--- src/rtl/date_pkg.sv ---
// Shared types and constants for the calendar controller: state encoding,
// field widths, limits, month lengths and BCD split helpers.
package date_pkg;

  typedef enum logic [1:0] {
    RUN       = 2'd0,
    SET_YEAR  = 2'd1,
    SET_MONTH = 2'd2,
    SET_DAY   = 2'd3
  } state_t;

  localparam int YEAR_W  = 7;
  localparam int MONTH_W = 4;
  localparam int DAY_W   = 5;

  localparam logic [YEAR_W-1:0]  YEAR_MAX  = 7'd99;
  localparam logic [MONTH_W-1:0] MONTH_MAX = 4'd12;

  localparam logic [DAY_W-1:0] DIM_LONG     = 5'd31;
  localparam logic [DAY_W-1:0] DIM_SHORT    = 5'd30;
  localparam logic [DAY_W-1:0] DIM_FEB      = 5'd28;
  localparam logic [DAY_W-1:0] DIM_FEB_LEAP = 5'd29;

  typedef struct packed {
    logic [YEAR_W-1:0]  year;
    logic [MONTH_W-1:0] month;
    logic [DAY_W-1:0]   day;
  } date_t;

  function automatic logic [3:0] bcd_tens(input logic [YEAR_W-1:0] v);
    return 4'(v / 7'd10);
  endfunction

  function automatic logic [3:0] bcd_ones(input logic [YEAR_W-1:0] v);
    return 4'(v % 7'd10);
  endfunction

endpackage

--- src/rtl/date_ctrl_days_in_month.sv ---
// Combinational month length lookup. February is 29 days in years divisible
// by 4 only when DATE_LEAP_YEAR_EN is defined; otherwise always 28.
module days_in_month
  import date_pkg::*;
(
  input  logic [MONTH_W-1:0] month,
  input  logic [YEAR_W-1:0]  year,
  output logic [DAY_W-1:0]   dim
);

`ifdef DATE_LEAP_YEAR_EN
  // Only the low two bits decide leapness within 2000-2099.
  logic unused_year_bits;
  assign unused_year_bits = ^year[YEAR_W-1:2];
`else
  logic unused_year_bits;
  assign unused_year_bits = ^year;
`endif

  always_comb begin
    dim = DIM_LONG;
    case (month)
      4'd4, 4'd6, 4'd9, 4'd11: dim = DIM_SHORT;
      4'd2: begin
`ifdef DATE_LEAP_YEAR_EN
        dim = (year[1:0] == 2'b00) ? DIM_FEB_LEAP : DIM_FEB;
`else
        dim = DIM_FEB;
`endif
      end
      default: dim = DIM_LONG;
    endcase
  end

endmodule

--- src/rtl/date_ctrl.sv ---
// Day/month/year sequencer with button-driven field editing, blink divider and
// BCD split of the displayed field. Leap Februaries need DATE_LEAP_YEAR_EN.
module date_ctrl
  import date_pkg::*;
#(
  parameter int START_YEAR = 0,
  parameter int BLINK_W    = 24
) (
  input  logic               clk,
  input  logic               rst,
  input  logic               tick,
  input  logic               btn_mode,
  input  logic               btn_inc,
  output logic [YEAR_W-1:0]  year,
  output logic [MONTH_W-1:0] month,
  output logic [DAY_W-1:0]   day,
  output logic [1:0]         sel,
  output logic               blink,
  output logic [3:0]         disp_hi,
  output logic [3:0]         disp_lo
);

  localparam logic [YEAR_W-1:0] YEAR_RST = YEAR_W'(START_YEAR);

  state_t               state, state_n;
  date_t                cur;
  logic [YEAR_W-1:0]    year_n;
  logic [MONTH_W-1:0]   month_n;
  logic [DAY_W-1:0]     day_raw, day_n;
  logic [DAY_W-1:0]     dim_cur, dim_nxt;
  logic [BLINK_W-1:0]   div_q;
  logic [YEAR_W-1:0]    disp_val;

  // dim_cur drives the day rollover; dim_nxt clamps the day against the
  // month/year being written on this same edge.
  days_in_month u_dim_cur (.month(cur.month), .year(cur.year), .dim(dim_cur));
  days_in_month u_dim_nxt (.month(month_n),   .year(year_n),   .dim(dim_nxt));

  always_comb begin
    state_n = state;
    year_n  = cur.year;
    month_n = cur.month;
    day_raw = cur.day;
    case (state)
      RUN: begin
        if (btn_mode) state_n = SET_YEAR;
        if (tick) begin
          if (cur.day < dim_cur) begin
            day_raw = cur.day + DAY_W'(1);
          end else begin
            day_raw = DAY_W'(1);
            if (cur.month == MONTH_MAX) begin
              month_n = MONTH_W'(1);
              year_n  = (cur.year == YEAR_MAX) ? '0 : cur.year + YEAR_W'(1);
            end else begin
              month_n = cur.month + MONTH_W'(1);
            end
          end
        end
      end
      SET_YEAR: begin
        if (btn_mode) state_n = SET_MONTH;
        else if (btn_inc)
          year_n = (cur.year == YEAR_MAX) ? '0 : cur.year + YEAR_W'(1);
      end
      SET_MONTH: begin
        if (btn_mode) state_n = SET_DAY;
        else if (btn_inc)
          month_n = (cur.month == MONTH_MAX) ? MONTH_W'(1) : cur.month + MONTH_W'(1);
      end
      SET_DAY: begin
        if (btn_mode) state_n = RUN;
        else if (btn_inc)
          day_raw = (cur.day >= dim_cur) ? DAY_W'(1) : cur.day + DAY_W'(1);
      end
      default: state_n = RUN;
    endcase
  end

  // Unconditional min() is equivalent to clamping only on month/year change,
  // since the day never exceeds the current month's length otherwise.
  assign day_n = (day_raw > dim_nxt) ? dim_nxt : day_raw;

  always_ff @(posedge clk or negedge rst) begin
    if (!rst) begin
      state <= RUN;
      cur   <= '{year: YEAR_RST, month: MONTH_W'(1), day: DAY_W'(1)};
      div_q <= '0;
    end else begin
      state <= state_n;
      cur   <= '{year: year_n, month: month_n, day: day_n};
      div_q <= div_q + BLINK_W'(1);
    end
  end

  always_comb begin
    disp_val = cur.year;
    case (state)
      SET_MONTH: disp_val = YEAR_W'(cur.month);
      SET_DAY:   disp_val = YEAR_W'(cur.day);
      default:   disp_val = cur.year;
    endcase
  end

  assign year    = cur.year;
  assign month   = cur.month;
  assign day     = cur.day;
  assign sel     = state;
  assign blink   = (state != RUN) & div_q[BLINK_W-1];
  assign disp_hi = bcd_tens(disp_val);
  assign disp_lo = bcd_ones(disp_val);

endmodule

--- config.mk ---
export PLATFORM = sky130hd
export DESIGN_NAME = date_ctrl
export DESIGN_NICKNAME = d
export VERILOG_FILES = /design/src/rtl/date_pkg.sv /design/src/rtl/date_ctrl_days_in_month.sv /design/src/rtl/date_ctrl.sv
export SDC_FILE = /design/constraint.sdc
export NUM_CORES = 1
export LEC_CHECK = 0
export ABC_AREA = 1
export ABC_CLOCK_PERIOD_IN_PS = 7000
export BUFFER_PORTS_ARGS = -buffer_cell sky130_fd_sc_hd__buf_2
export CAP_MARGIN = 20
export CORE_ASPECT_RATIO = 0.6
export CORE_MARGIN = 1
export CORE_UTILIZATION = 55
export CTS_CLUSTER_DIAMETER = 100
export DETAILED_ROUTE_END_ITERATION = 16
export GPL_TIMING_DRIVEN = 0
export PLACE_DENSITY = 0.75
export SLEW_MARGIN = 20
export SYNTH_ARGS = -nofsm -noshare
export SYNTH_HDL_FRONTEND = slang
export SYNTH_SLANG_ARGS = --single-unit
--- constraint.sdc ---
create_clock -name clk -period 7 [get_ports clk]
set_clock_uncertainty 0.05 [all_clocks]
set_input_delay 0.7 -clock clk [delete_from_list [all_inputs] [get_ports clk]]
set_output_delay 0.7 -clock clk [all_outputs]
set_load 0.05 [all_outputs]
==> reports/results.tsv <==
stage	metric	value	unit
synthesis	Synth async-reset ratio	100	%
grt	GRT met1 Usage	36.9	%
synthesis	post-synthesis sequential area ratio	31.7	%
setup_path	reg2reg start	month[0]$_DFF_PN1_	
placement	GP Congestion	0.927	
synthesis	Syn Std Cell Area	3320	um^2
drt	DRT antenna net count	0	
sta	slew margin rel.	38.0	%
sta	highest clock rate	199	MHz
synthesis	ys flop type	dfrtp_1	
synthesis	Yosys top cell by area	dfrtp_1	
run_status	status	completed	
grt	met3 Use GR	6.08	%
grt	grt met2 use	37.5	%
die	Floorplan Core Area	5700	um^2
die	Die ar.	6360	um^2
synthesis	share of the synthesized area in the top cell type	30.1	%
worst_hold_path	hold path startpoint	div_q[0]$_DFF_PN0_	
die	site row count	21	
clocking	H-tree depth	2	
clocking	post-CTS setup buffers	0	
flow_run	Max Cap Violations	0	
placement	Post-DP Area	3580	um^2
drt	Routed WL per cell	12.8	um
grt	GRT Max-Usage Layer	met2	
drt	Initial DRT Pass Iterations	5	
grt	largest net degree at the start of global routing	43	
grt	antenna violations before repair	0	
sta	Final min period	5.02	ns
synthesis	synth cell count leaders	nand2_1, inv_1, dfrtp_1	
finish	diode count	0	
synthesis	Yosys warning total	0	
finish	share of cells above drive strength 1	19.5	%
clocking	CTS buffer count	5	
worst_hold_path	Hold Crit Class	reg2reg	
synthesis	top post-synthesis cells by area	dfrtp_1, nand2_1, inv_1	
setup_path	critical path buffer and inverter count	4	
setup_path	Crit. End Element	primary output	
setup_path	crit path launch type	register	
clocking	Worst-Skew Late Latency	0.30	ns
setup_path	Req. time, crit path	6.25	ns
clocking	Bufs on Longest Clock Path	2	
synthesis	Mapped Nets	462	
setup_path	Worst setup startpoint	sel[1]$_DFFE_PN0P_	
setup_path	Worst path max stage delay	0.48	ns
synthesis	Post-synth EDFFs	0	
finish	Area growth, synth to finish	10.5	%
setup_path	Crit path arrival time	4.27	ns
drt	vias per cell	5.29	
grt	vias in the first global route	2763	
die	die height	62.2	um
setup_path	CP dominant cell by count	nand2_1	
grt	grt ovf	0	
drt	DRT iter0 DRCs	193	
sta	RSZ-0062 raised after global routing	false	
die	Initial Utilization	58.2	%
finish	nets@finish	500	
drt	DRC errors left	0	
sta	Tightest Pin Transition	0.929	ns
setup_path	critical-path cell with the highest stage delay	dfrtp_1	
synthesis	Syn Area/Cell	7.60	um^2
placement	I/O Buffers	31	
drt	drt total wl	7120	um
synthesis	Synth cell types	48	
sta	endpoints failing hold	0	
setup_path	crit path kind	reg2out	
grt	GRT Total Usage	25.0	%
sta	final-report setup violation count	0	
sta	setup TNS	0	ns
clocking	CTS Hold Bufs	0	
clocking	CTS root buf	clkbuf_8	
drt	vias	2944	
synthesis	top-count cell post-synth	nand2_1	
sta	Slew Limit Fails	0	
clocking	Clk pin slew, worst setup/hold paths	0.09	ns
finish	Finished Cell Area	3670	um^2
clocking	post-CTS sizing	0	
setup_path	crit-path max FO	10	
clocking	CTS tree	built	
grt	first-pass GRT wire length	12600	um
die	IO Pins	32	
placement	DP Wirelength	5600	um
die	die width	102	um
sta	final worst-path cycle share	71.7	%
synthesis	Seq cells post-synth	42	
clocking	clk sinks	42	
setup_path	delay-heaviest family, CP	simple AND/OR/NAND/NOR gates	
synthesis	Syn Inst Count	437	
==> cell type report <==
cell class,instances,area [um^2]
well taps,80,100
plain buffers,6,37.5
fillers,525,2030
repair buffers,31,155
clock buffers,5,68.8
clock inverters,3,25.0
multi-input cells,313,1940
inverters,76,285
flip-flops and latches,42,1050
==> sequential cells by signal, indices dropped and copies added (netlist names) <==
name,cells
div_q,24
year,7
day,5
month,4
sel,2
==> per-stage QoR <==
step	cells	util, %	worst slack [ns]	hold WS (ns)
after detailed placement	548	62.7	2.37	0.400
after global placement	548	62.7	2.39	0.389
final	556	64.4	1.98	0.407
after global routing	556	64.4	1.55	0.438
after floorplan	437	-	2.02	0.354
after CTS	556	64.4	2.01	0.413
==> path summary, 6_finish.rpt <==
kind / endpoint / slack [ns] / cells past startpoint
worst min register to register: div_q[0]$_DFF_PN0_ / 0.41 / 1
max in group asynchronous: div_q[9]$_DFF_PN0_ / 5.83 / 1
worst max-delay path: disp_lo[2] / 1.98 / 25
worst min-delay path: div_q[0]$_DFF_PN0_ / 0.41 / 1
min in group asynchronous: div_q[20]$_DFF_PN0_ / 0.49 / 1
worst max register to register: day[0]$_DFF_PN1_ / 3.10 / 24
==> metal layers <==
layer  wire length (um)  part of all wire (%)
met1               3670                    52
met2               2990                    42
met3                427                   6.0
met4                 29                  0.41
met5                  0                     0
==> worst reg2reg max path: cells and delay by family (launching register included) <==
kind / cells / cell delay [ns]
fa+ha+maj: 3 / 0.69
compound gates: 7 / 0.78
flops: 1 / 0.64
buf+inv: 4 / 0.35
simple gates: 10 / 1.33
==> cells by family after synthesis <==
logic type / count (synthesis) / share of synthesized area, %
AO/OA/AOI/OAI: 60 / 11.0
XOR/XNOR: 26 / 6.86
adder cells (fa/ha/maj): 20 / 7.54
buffers and inverters: 82 / 9.72
flip-flops: 42 / 31.7
multiplexers: 1 / 0.339
AND/OR/NAND/NOR: 206 / 32.9
==> placed cells by master (no fill, tap or decap), types with 2 or more instances in the layout <==
cell type,instances
inv_2,8
nor3b_1,2
nand4_1,9
o21ai_1,2
nor3_1,8
nor2_1,32
a31oi_1,2
xnor2_1,4
inv_1,68
nand3_2,3
buf_2,34
nor3_2,4
xor2_1,22
o22ai_1,5
dfrtp_1,40
nand2_4,5
clkbuf_8,5
nand3_4,4
o21ai_0,17
nand3_1,39
a21oi_1,20
nand2_1,79
or2_2,2
o211ai_1,4
dfstp_2,2
nand2_2,11
ha_1,20
Power is not shown: default switching activity piles up to over one toggle a cycle in this logic, so the estimate is an artifact.
